## config.mk

```make
export PLATFORM = sky130hd
export DESIGN_NAME = key_sdi_ctrl
export DESIGN_NICKNAME = d
export VERILOG_FILES = /design/src/rtl/key_sdi_ctrl.sv
export SDC_FILE = /design/constraint.sdc
export NUM_CORES = 1
export LEC_CHECK = 0
export CAP_MARGIN = 20
export CORE_ASPECT_RATIO = 0.5
export CORE_MARGIN = 2
export CORE_UTILIZATION = 49
export CTS_BUF_LIST = sky130_fd_sc_hd__clkbuf_4 sky130_fd_sc_hd__clkbuf_8
export DETAILED_ROUTE_END_ITERATION = 16
export GPL_ROUTABILITY_DRIVEN = 0
export HOLD_SLACK_MARGIN = 0.08
export MAX_ROUTING_LAYER = met4
export PLACE_DENSITY = 0.91
export SLEW_MARGIN = 15
export SYNTH_ARGS = -nofsm -noshare
export SYNTH_HDL_FRONTEND = slang
export SYNTH_SLANG_ARGS = --single-unit
```

## constraint.sdc

```tcl
create_clock -name clk -period 3.1 [get_ports clk]
set_clock_uncertainty 0.2 [all_clocks]
set_input_delay 0.465 -clock clk [delete_from_list [all_inputs] [get_ports clk]]
set_output_delay 0.465 -clock clk [all_outputs]
set_load 0.02 [all_outputs]
```

## src/rtl/key_sdi_ctrl.sv

```systemverilog
`default_nettype none
// ============================================================================
// Module   : key_sdi_ctrl
// Brief    : Secret-data-input controller for the key serial-to-parallel
//            buffer. Accepts the 32-bit SDI stream with valid/ready, parses
//            the LDKEY instruction and key segment header, forwards key data
//            words as registered write strobes and flags a complete key.
// Revision : 1.0 - initial release
// ============================================================================
module key_sdi_ctrl #(
  parameter int kd = 1
) (
  input  logic        clk,
  input  logic        rst,
  input  logic [31:0] sdi_data,
  input  logic        sdi_valid,
  output logic        sdi_ready,
  input  logic        key_lock,
  output logic [31:0] key_word,
  output logic        key_wr,
  output logic        key_valid,
  input  logic        key_ack,
  output logic        err
);

  // Key segment geometry: kd shares of 128 bits each.
  localparam int                WORDS     = 4 * kd;
  localparam int                CNT_W     = $clog2(WORDS) + 1;
  localparam logic [15:0]       SEG_BYTES = 16'(16 * kd);
  localparam logic [CNT_W-1:0]  LAST_IDX  = CNT_W'(WORDS - 1);
  localparam logic [3:0]        OP_LDKEY  = 4'h4;
  localparam logic [3:0]        OP_KEYSEG = 4'hC;

  typedef enum logic [2:0] {
    ST_IDLE = 3'd0,
    ST_HDR  = 3'd1,
    ST_DATA = 3'd2,
    ST_DONE = 3'd3,
    ST_ERR  = 3'd4
  } state_t;

  state_t           state;
  logic [CNT_W-1:0] cnt;
  logic             xfer;
  logic [3:0]       opcode;
  logic [15:0]      seg_len;

  // Header fields that carry no meaning for this controller.
  logic             unused_hdr_bits;
  assign unused_hdr_bits = ^sdi_data[27:16];

  assign opcode  = sdi_data[31:28];
  assign seg_len = sdi_data[15:0];

  // Ready depends only on state and lock, held low while reset is asserted.
  always_comb begin
    sdi_ready = 1'b0;
    if (!rst) begin
      case (state)
        ST_IDLE: sdi_ready = ~key_lock;
        ST_HDR:  sdi_ready = 1'b1;
        ST_DATA: sdi_ready = 1'b1;
        default: sdi_ready = 1'b0;
      endcase
    end
  end

  // A word moves only when both sides agree.
  always_comb begin
    xfer = sdi_valid & sdi_ready;
  end

  // Load sequencer with registered strobe, word, key-valid and error outputs.
  always_ff @(posedge clk or posedge rst) begin
    if (rst) begin
      state     <= ST_IDLE;
      cnt       <= '0;
      key_word  <= '0;
      key_wr    <= 1'b0;
      key_valid <= 1'b0;
      err       <= 1'b0;
    end else begin
      // Strobe is a single-cycle pulse; re-armed only by a DATA transfer.
      key_wr <= 1'b0;
      case (state)
        ST_IDLE: begin
          // Anything other than LDKEY is consumed and silently dropped.
          if (xfer && (opcode == OP_LDKEY)) begin
            state <= ST_HDR;
          end
        end

        ST_HDR: begin
          if (xfer) begin
            if ((opcode == OP_KEYSEG) && (seg_len == SEG_BYTES)) begin
              state <= ST_DATA;
              cnt   <= '0;
            end else begin
              state <= ST_ERR;
              err   <= 1'b1;
            end
          end
        end

        ST_DATA: begin
          if (xfer) begin
            key_word <= sdi_data;
            key_wr   <= 1'b1;
            // Stop counting at the last index so the counter never wraps.
            if (cnt == LAST_IDX) begin
              state     <= ST_DONE;
              key_valid <= 1'b1;
            end else begin
              cnt <= cnt + 1'b1;
            end
          end
        end

        ST_DONE: begin
          if (key_ack) begin
            state     <= ST_IDLE;
            key_valid <= 1'b0;
            cnt       <= '0;
          end
        end

        ST_ERR: begin
          // Sticky until reset.
          err <= 1'b1;
        end

        default: begin
          state <= ST_ERR;
          err   <= 1'b1;
        end
      endcase
    end
  end

endmodule
`default_nettype wire

```

==> flow_metrics.py <==
metrics = {
    "die": {
        "initial_core_util": 0.5068,
        "core-area_mm2": 0.003884,
        "die-area_mm2": 0.004571,
        "fp-row-count": 16,
        "io_pins": 73,
        "die_w_um": 93.63,
        "die_h_um": 48.82,
    },
    "synthesis": {
        "yosysUniqueCellTypes": 36,
        "synthCells": 138,
        "synth_top_family_by_area": "multiplexers",
        "synth-simple-area-share": 0.1030,
        "syn_area_mm2": 0.001968,
        "synth_area_leaders": "dfrtp_1 (52%), mux2_4 (22%), buf_12 (3.1%)",
        "synth-adder-area-share": 0.01271,
        "synth_top_area_share": 0.5213,
        "postSynthAreaPerCell_um2": 14.26,
        "synth_edf_count": 0,
        "yosysTopAreaCell": "dfrtp_1",
        "synth.area.mux_share": 0.2384,
        "synth-warning-count": 0,
        "synth-xor-area-share": 0,
        "synth-compound-area-share": 0.07629,
        "syn_nets": 177,
        "yosysSeqAreaShare": 0.5213,
        "synthArstFlopShare": 1.000,
        "synth.most_common_cell": "dfrtp_1",
        "ys_top_cells_by_count": "dfrtp_1 (41), mux2_4 (29), nor2_1 (8)",
        "synth-main-ff-cell": "dfrtp_1",
        "synth-seq-cells": 41,
    },
    "grt": {
        "grt_max_degree": 36,
        "grt_antenna_before_repair": 0,
        "grt.total_usage": 0.2337,
        "grt_pass1_wl_mm": 7.783,
        "overflow": 0,
        "grt_pass1_vias": 1449,
    },
    "timing": {
        "period_minus_slack_ps": 2735,
        "finalSetupViolCount": 0,
        "worst_pin_slew_ps": 581.4,
        "rsz0062_at_grt": "false",
        "finalCritPeriodShare": 0.8822,
        "finalSetupTns_ps": 0,
        "hold-worst-slack_ps": 282.6,
        "fmaxAchievable_mhz": 365.7,
        "hold_viol_final": 0,
        "max-slew-margin-rel": 0.6116,
        "maxSlewViolCount": 0,
    },
    "clock_network": {
        "cts_buffer_depth": 2,
        "hold_buffers": 0,
        "ctsRootBufferMaster": "clkbuf_8",
        "post_cts_buffers": 0,
        "cts_tree": "done",
        "cts_buffers": 5,
        "htreeDepth": 2,
        "clk_pin_slew_ps": 80,
        "post_cts_resized": 0,
        "worstSkewPairLatency_ps": 290,
        "cts.sinks": 41,
    },
    "min_path": {
        "worstHoldStart": "err",
        "min_path_type": "flop to flop",
        "whs_endpoint": "err",
        "min_path_cells": 2,
    },
    "setup_path": {
        "worstSetupPathType": "input pin to output pin",
        "critPathCaptureType": "output pin",
        "cp.required_ps": 2430,
        "r2r_end": "cnt[2]",
        "reg2regPathDepth": 6,
        "cp.arrival_ps": 2070,
        "start_kind": "input pin",
        "worst-path-max-fanout": 5,
        "worst-r2r-setup-slack_ps": 730,
        "r2r_start": "cnt[0]",
    },
    "run_status": {
        "status": "complete, no violations",
    },
    "detailed_routing": {
        "postRouteAntennaNets": 0,
        "routedWlPerCell_um": 17.97,
        "vias": 1440,
        "viasPerCell": 5.393,
        "wl_mm": 4.799,
        "drcViolationCount": 0,
        "drtPass1Iterations": 4,
        "drt-initial-drc-count": 91,
    },
    "run": {
        "cap_violations": 0,
    },
    "layout": {
        "drive_gt1_frac": 0.2254,
        "num-fill-cells": 249,
        "synthToLayoutAreaGrowth_pct": 41.58,
        "antennaDiodeCount": 0,
        "layout.nets": 252,
    },
    "pwr": {
        "leakage_uw": 0.001208,
        "power_density_mw_per_mm2": 359.1,
        "peakVddDrop_mv": 0.2406,
    },
    "place": {
        "post-dp-hpwl_mm": 3.485,
        "io_buffer_count": 72,
    },
}
## kinds of logic (layout without fill, tap and decap cells)
| family | after synthesis | after routing |
|---|---|---|
| mux | 32 | 32 |
| flops | 41 | 41 |
| fa+ha+maj | 2 | 2 |
| simple gates | 34 | 34 |
| compound gates | 19 | 19 |
| buf+inv | 10 | 85 |
## routing by layer
| metal | vias up | GRT usage | part of all wire |
|---|---|---|---|
| met5 | - | - | 0 |
| met4 | 0 | 0.07246 | 0.021 |
| met3 | 10 | 0.04946 | 0.042 |
| met2 | 50 | 0.4053 | 0.54 |
| met1 | 727 | 0.2776 | 0.40 |
| li1 | 653 | - | - |
## critical path: stages
cell and delay, ps:
clkdlybuf4s50_1 480, a2111oi_2 440, clkdlybuf4s50_1 680
## worst max path at each step
| stage | cells past startpoint | slack [ps] | from | to |
|---|---|---|---|---|
| final | 3 | 370 | rst | sdi_ready |
| after global routing | 3 | 270 | state[0] | sdi_ready |
| after CTS | 3 | 370 | rst | sdi_ready |
| after detailed placement | 3 | 370 | rst | sdi_ready |
| after global placement | 4 | 390 | key_lock | sdi_ready |
| after floorplan | 6 | 710 | key_lock | key_word[0] |
## state kept, by name, indices dropped and copies added, names as in the netlist
name,count
key_word,32
cnt,3
state,3
err,1
key_valid,1
key_wr,1
## metrics by stage
stage	power, uW	utilization	instances	area (um2)	setup slack (ps)
2_1_floorplan	590.5	-	138	1968	714.7
3_3_place_gp	647.5	0.6943	260	2696	387.1
3_5_place_dp	650.8	0.6943	260	2696	370.7
4_1_cts	1008	0.7175	267	2786	366.7
5_1_grt	1039	0.7175	267	2786	271.3
6_report	1001	0.7175	267	2786	365.3
## cells in the final DEF (no fill, tap or decap), types with 3 or more instances in the layout
cell type,instances
a31oi_1,3
buf_4,3
clkbuf_8,6
clkdlybuf4s50_1,72
dfrtp_1,41
inv_1,3
mux2_2,3
mux2_4,29
nand2_1,4
nor2_1,8
nor3b_1,3
nor4_1,3
o41ai_1,3
## power by group
part	switching [uW]	internal, uW
Sequential	12.6	538
Clock	174	185
Combinational	36.1	54.3
## cell type report
class                           instances  area, um2  area share
Sequential cell                        41       1026      0.3682
Multi-Input combinational cell         87      848.3      0.3044
Timing Repair Buffer                   75      743.2      0.2667
Clock buffer                            7      90.09     0.03233
Tap cell                               54      67.56     0.02425
Inverter                                3      11.26    0.004041
Power figures use the tool's default switching activity.
